File: src/rtl/mito_pkg.sv
// Shared codes for the MITO layer sequencer: mode, buffer bank and FSM states.
package mito_pkg;

  // Layer modes carried on the mode input.
  localparam logic [1:0] MODE_NONE = 2'b00;
  localparam logic [1:0] CONVOL    = 2'b01;
  localparam logic [1:0] FULLY     = 2'b10;
  localparam logic [1:0] POOL      = 2'b11;

  // Main-buffer bank selects.
  localparam logic [1:0] BUF_IFM  = 2'd0;
  localparam logic [1:0] BUF_WGT  = 2'd1;
  localparam logic [1:0] BUF_BIAS = 2'd2;

  // Sequencer states.
  localparam logic [2:0] IDLE      = 3'd0;
  localparam logic [2:0] LOAD_WGT  = 3'd1;
  localparam logic [2:0] LOAD_BIAS = 3'd2;
  localparam logic [2:0] LOAD_IFM  = 3'd3;
  localparam logic [2:0] EXEC      = 3'd4;
  localparam logic [2:0] WRITE     = 3'd5;
  localparam logic [2:0] DONE      = 3'd6;

  // Width of the beat / latency counters; holds every slot index of a bank.
  localparam int CNT_W = 4;

  // A start is rejected for the illegal mode code or an empty layer.
  function automatic logic start_ok(input logic [1:0] mode, input logic any_windows);
    return (mode != MODE_NONE) && any_windows;
  endfunction

endpackage

File: src/rtl/mito_beat_counter.sv
// Loadable up-counter with enable and a terminal-count flag against a
// caller-supplied last value. Load wins over enable.
module mito_beat_counter #(
  parameter int W = 4
) (
  input  logic         clk,
  input  logic         rst,
  input  logic         load,
  input  logic [W-1:0] load_val,
  input  logic         en,
  input  logic [W-1:0] term,
  output logic [W-1:0] cnt,
  output logic         tc
);

  logic [W-1:0] cnt_q, cnt_d;

  // Next count: reload, step, or hold.
  always_comb begin
    // NOTE: assigning a default first keeps every path driven, so no latch is inferred.
    cnt_d = cnt_q;
    if (load)    cnt_d = load_val;
    else if (en) cnt_d = cnt_q + {{(W-1){1'b0}}, 1'b1};
  end

  // Count register with synchronous reset.
  always_ff @(posedge clk) begin
    // NOTE: state registers use non-blocking assignment so all flops update together.
    if (rst) cnt_q <= '0;
    else     cnt_q <= cnt_d;
  end

  assign cnt = cnt_q;
  assign tc  = (cnt_q == term);

endmodule

File: src/rtl/mito_layer_seq.sv
// MITO layer sequencer: loads weights/bias once per layer, then streams
// num_windows IFM windows, fires PE+ReLU or max-pool and commits each result.
module mito_layer_seq #(
  parameter int PE_ARRAY_SIZE = 9,
  parameter int POOL_SIZE     = 4,
  parameter int PE_LATENCY    = 3,
  parameter int RELU_LATENCY  = 1,
  parameter int POOL_LATENCY  = 1,
  parameter int WIN_W         = 16
) (
  input  logic             clk,
  input  logic             rst,
  input  logic             start,
  input  logic [1:0]       mode,
  input  logic [WIN_W-1:0] num_windows,
  input  logic             in_valid,
  output logic             in_ready,
  output logic             buf_wr_en,
  output logic [1:0]       buf_sel,
  output logic [3:0]       buf_addr,
  output logic             pe_en,
  output logic             relu_en,
  output logic             pool_en,
  output logic             ofm_wr_en,
  output logic [WIN_W-1:0] ofm_addr,
  output logic             out_sel,
  output logic             busy,
  output logic             done,
  output logic             err
);
  import mito_pkg::*;

  // Last slot / last EXEC cycle for each phase, as counter terminal values.
  localparam logic [CNT_W-1:0] PE_LAST   = CNT_W'(PE_ARRAY_SIZE - 1);
  localparam logic [CNT_W-1:0] POOL_LAST = CNT_W'(POOL_SIZE - 1);
  localparam logic [CNT_W-1:0] CONV_EXEC = CNT_W'(PE_LATENCY + RELU_LATENCY);
  localparam logic [CNT_W-1:0] POOL_EXEC = CNT_W'(POOL_LATENCY);
  localparam logic [CNT_W-1:0] RELU_AT   = CNT_W'(PE_LATENCY);

  logic [2:0]       state_q, state_d;
  logic [1:0]       mode_q, mode_d;
  logic [WIN_W-1:0] num_win_q, num_win_d;
  logic [WIN_W-1:0] win_idx_q, win_idx_d;
  logic             err_q, err_d;

  logic             live, is_pool, in_load, beat;
  logic [WIN_W:0]   win_next;
  logic [CNT_W-1:0] ld_cnt, ld_term, ex_cnt, ex_term;
  logic             ld_tc, ex_tc;

  // rst gates the strobes in its own cycle so an abort never writes again.
  assign live     = !rst;
  assign is_pool  = (mode_q == POOL);
  assign in_load  = (state_q == LOAD_WGT) || (state_q == LOAD_BIAS) || (state_q == LOAD_IFM);
  assign in_ready = in_load && live;
  assign beat     = in_valid && in_ready;
  // One extra bit so the last window of a full-range layer cannot wrap.
  assign win_next = {1'b0, win_idx_q} + {{WIN_W{1'b0}}, 1'b1};

  // Terminal values for the load-beat and EXEC-latency counters.
  always_comb begin
    ld_term = PE_LAST;
    if (state_q == LOAD_BIAS)     ld_term = '0;
    else if (state_q == LOAD_IFM) ld_term = is_pool ? POOL_LAST : PE_LAST;
    ex_term = is_pool ? POOL_EXEC : CONV_EXEC;
  end

  mito_beat_counter #(.W(CNT_W)) u_load_cnt (
    .clk      (clk),
    .rst      (rst),
    .load     ((state_q == IDLE) || (beat && ld_tc)),
    .load_val ('0),
    .en       (beat),
    .term     (ld_term),
    .cnt      (ld_cnt),
    .tc       (ld_tc)
  );

  mito_beat_counter #(.W(CNT_W)) u_exec_cnt (
    .clk      (clk),
    .rst      (rst),
    .load     ((state_q != EXEC) || ex_tc),
    .load_val ('0),
    .en       (state_q == EXEC),
    .term     (ex_term),
    .cnt      (ex_cnt),
    .tc       (ex_tc)
  );

  // Next-state logic: start validation, phase sequencing and window looping.
  always_comb begin
    state_d   = state_q;
    mode_d    = mode_q;
    num_win_d = num_win_q;
    win_idx_d = win_idx_q;
    err_d     = 1'b0;
    case (state_q)
      IDLE: begin
        if (start) begin
          mode_d    = mode;
          num_win_d = num_windows;
          win_idx_d = '0;
          if (!start_ok(mode, num_windows != '0)) err_d   = 1'b1;
          else if (mode == POOL)                  state_d = LOAD_IFM;
          else                                    state_d = LOAD_WGT;
        end
      end
      LOAD_WGT:  if (beat && ld_tc) state_d = LOAD_BIAS;
      LOAD_BIAS: if (beat && ld_tc) state_d = LOAD_IFM;
      LOAD_IFM:  if (beat && ld_tc) state_d = EXEC;
      EXEC:      if (ex_tc)         state_d = WRITE;
      WRITE: begin
        win_idx_d = win_next[WIN_W-1:0];
        state_d   = (win_next < {1'b0, num_win_q}) ? LOAD_IFM : DONE;
      end
      DONE:    state_d = IDLE;
      default: state_d = IDLE;
    endcase
  end

  // Datapath strobes decoded from state and counters.
  always_comb begin
    buf_wr_en = beat;
    buf_addr  = beat ? ld_cnt : '0;
    buf_sel   = BUF_IFM;
    if (beat && state_q == LOAD_WGT)  buf_sel = BUF_WGT;
    if (beat && state_q == LOAD_BIAS) buf_sel = BUF_BIAS;
    pe_en     = live && (state_q == EXEC) && !is_pool && (ex_cnt == '0);
    relu_en   = live && (state_q == EXEC) && !is_pool && (ex_cnt == RELU_AT);
    pool_en   = live && (state_q == EXEC) && is_pool && (ex_cnt == '0);
    ofm_wr_en = live && (state_q == WRITE);
    ofm_addr  = ofm_wr_en ? win_idx_q : '0;
    out_sel   = ofm_wr_en && is_pool;
    busy      = (state_q != IDLE);
    done      = live && (state_q == DONE);
    err       = err_q;
  end

  // State and latched layer parameters.
  always_ff @(posedge clk) begin
    if (rst) begin
      state_q   <= IDLE;
      mode_q    <= '0;
      num_win_q <= '0;
      win_idx_q <= '0;
      err_q     <= 1'b0;
    end else begin
      state_q   <= state_d;
      mode_q    <= mode_d;
      num_win_q <= num_win_d;
      win_idx_q <= win_idx_d;
      err_q     <= err_d;
    end
  end

endmodule

File: config.mk
export PLATFORM = sky130hd
export DESIGN_NAME = mito_layer_seq
export DESIGN_NICKNAME = d
export VERILOG_FILES = /design/src/rtl/mito_pkg.sv /design/src/rtl/mito_beat_counter.sv /design/src/rtl/mito_layer_seq.sv
export SDC_FILE = /design/constraint.sdc
export NUM_CORES = 1
export LEC_CHECK = 0
export CORE_MARGIN = 8
export CORE_UTILIZATION = 53
export DETAILED_ROUTE_END_ITERATION = 8
export PLACE_DENSITY = 0.81
export SLEW_MARGIN = 20
export SYNTH_ARGS = -nofsm -noshare
export SYNTH_HDL_FRONTEND = slang
export SYNTH_SLANG_ARGS = --single-unit
export TNS_END_PERCENT = 50
File: constraint.sdc
create_clock -name clk -period 3.3 [get_ports clk]
set_clock_uncertainty 0.2 [all_clocks]
set_input_delay 0.66 -clock clk [delete_from_list [all_inputs] [get_ports clk]]
set_output_delay 0.66 -clock clk [all_outputs]
set_load 0.05 [all_outputs]
==> impl_metrics.yaml <==
run_status:
  status: "completed"
pwr:
  p_comb_frac: 0.187
  swShare: 0.284
  power.density_nw_per_um2: 292
  vdd_drop_max_mv: 0.290
  p_leak_nw: 1.55
  internal_power_uw: 808
  share_seq_of_total_power: 0.526
  p_switching_uw: 320
  clock_power_share: 0.287
critical_path:
  reg2reg_depth: 10
  crit_path_start_kind: "flop"
  r2r-end: "state_q[2]"
  crit_path_end_kind: "flop"
  worstSetupPathType: "flop to flop"
  rrSetupSlack_ps: 200
  critPathRequiredTime_ps: 3300
  cp_max_fo: 7
  reg2reg_from: "win_idx_q[0]"
  worst_ep_arrival_time_ps: 3090
placement:
  portBuffers: 53
  gp_congestion: 0.900
  hpwl_um: 5960
drt:
  wl_met2_um: 3950
  drt-total-wl_um: 7860
  postRouteAntennaNets: 0
  top_layer: "met4"
  num_vias: 2988
  wirelength_met1_um: 3320
  firstDrtPassIters: 5
  routedWlPerCell_um: 15.5
  first_iter_violations: 236
  drcViolationCount: 0
  vias_per_cell: 5.91
  routed-wl-met3_um: 396
timing:
  finalHoldViolCount: 0
  drv_slew: 0
  max_freq_ghz: 0.323
  worst_pin_slew_ps: 572
  min_period_ps: 3100
  rsz0062_at_grt: "false"
  fin_crit_sh: 0.938
  setup_viol: 0
  max_slew_margin: 0.615
  final.setup.tns_ps: 0
  holdWs_ps: 259
min_path:
  worstHoldStart: "num_win_q[2]"
  hp-class: "flop to flop"
  min_delay_path_depth: 2
  hold_end: "num_win_q[2]"
clock_tree:
  root_buffer: "clkbuf_8"
  cts_sinks: 46
  clk_path_buf_depth: 2
  h-tree-depth: 2
  path_clk_slew_ps: 80
  cts_hold_buf: 0
  cts_buffers: 5
  cts_resized: 0
  cts_tree: "done"
  insertion_delay_ps: 300
  post-cts-setup-buffers: 0
global_routing:
  grt_pass1_vias: 2836
  antenna_found_initial: 0
  grt_max_degree: 29
  grt_util_all_layers: 0.188
  grt_pass1_wl_um: 13100
  grt_overflow: 0
floorplanning:
  start_util: 0.537
  die_w_um: 90.0
  core_um2: 5410
  die-area_um2: 8100
  pin_count: 54
  fp.dieH_um: 90.0
  rows: 27
synthesis:
  synth_area_um2: 2900
  synth_edf_count: 0
  syn_inst: 384
  yosys_register_bits: 46
  synth_common_cells: "62 x nand2_1, 46 x dfxtp_1, 45 x a21oi_1"
  synth_fp_nets: 425
  synthArstFlopShare: 0
  synth_seq_area_share: 0.317
  yosysTopAreaCell: "dfxtp_1"
  synth_warnings: 0
  synth_cell_type_count: 46
  synth_ff_type: "dfxtp_1"
  synth_top_area_share: 0.317
  syn_area_per_cell_um2: 7.56
  netlist_top_cells_area: "dfxtp_1 32%, ha_1 8.2%, nand2_1 8.0%"
  synth_most_common_cell: "nand2_1"
run:
  cap_violations: 0
cells_and_area:
  nNetsFinal: 475
  area_growth_pct: 33.1
  drive_above_1_share: 0.136
  n_antenna_cell: 0
  fillers: 445
==> power by group through the flow <==
stage | Sequential [mW] | Combinational [mW] | Clock [mW]
detailed placement | 0.606 | 0.207 | 0
CTS | 0.593 | 0.210 | 0.324
global route | 0.597 | 0.230 | 0.353
floorplan | 0.598 | 0.139 | 0
finish | 0.594 | 0.211 | 0.323
global placement | 0.605 | 0.201 | 0
==> cells by family (layout without fill, tap and decap cells) <==
logic type               after synthesis  count (layout)  synth area share
AND/OR/NAND/NOR                      177             177             0.302
AO/OA/AOI/OAI                         78              78             0.163
flip-flops                            46              46             0.317
buffers and inverters                 44              94            0.0733
adder cells (fa/ha/maj)               19              19            0.0819
XOR/XNOR                              19              19            0.0573
multiplexers                           1               1           0.00517
==> metrics by stage <==
stage / setup slack, ps / total power, mW / util / instances / area, um2
6_report: 204 / 1.13 / 0.715 / 506 / 3860
5_1_grt: 53.0 / 1.18 / 0.715 / 506 / 3860
4_1_cts: 240 / 1.13 / 0.715 / 506 / 3860
3_5_place_dp: 246 / 0.813 / 0.701 / 499 / 3790
3_3_place_gp: 354 / 0.806 / 0.701 / 499 / 3790
2_1_floorplan: 33.9 / 0.737 / - / 384 / 2920
==> sequential cells by signal, indices dropped and copies added, names as in the netlist <==
| register | count |
|---|---|
| num_win_q | 16 |
| state_q | 3 |
| u_load_cnt.cnt | 4 |
| mode_q | 2 |
| err | 1 |
| u_exec_cnt.cnt | 4 |
| win_idx_q | 16 |
==> area by class of cell <==
| cell class | count | area, um2 | share of cell area |
|---|---|---|---|
| Multi-Input combinational cell | 294 | 1780 | 0.462 |
| Sequential cell | 46 | 921 | 0.238 |
| Timing Repair Buffer | 62 | 898 | 0.233 |
| Inverter | 25 | 93.8 | 0.0243 |
| Tap cell | 72 | 90.1 | 0.0233 |
| Clock buffer | 7 | 76.3 | 0.0198 |
==> per-layer routing <==
metal	vias up	GRT usage
met2	122	0.326
met3	24	0.0324
met5	-	0
met4	0	0.0791
li1	1424	-
met1	1418	0.224
==> cell usage in the layout, fill, tap and decap left out, types with 12 or more instances in the layout <==
cell type / netlist / routed
nand2_1: 62 / 62
clkdlybuf4s50_1: 0 / 23
nand3_1: 16 / 16
dfxtp_1: 46 / 46
and2_1: 21 / 21
nor2_1: 25 / 25
buf_12: 0 / 30
inv_1: 24 / 24
a21oi_1: 45 / 45
ha_1: 19 / 19
o21ai_0: 12 / 12
nor3_1: 17 / 14
==> worst max-delay path by stage <==
stage                              to           start
final                      state_q[2]    win_idx_q[0]
after CTS                  state_q[2]    win_idx_q[0]
after global routing       state_q[2]    win_idx_q[0]
after detailed placement   state_q[0]  num_windows[0]
after global placement     state_q[0]  num_windows[0]
after floorplan           buf_addr[2]             rst
==> worst max-delay path, cell delays in order (launching register included) <==
cell and delay, ps:
dfxtp_1 440, ha_1 260, nand3_1 180, or3_2 540, xnor2_1 150, ha_1 320, a21oi_1 160, a21oi_1 80
a211oi_1 220, o211ai_1 170, o221a_2 260
No activity file was read; power rests on OpenSTA's default activity.
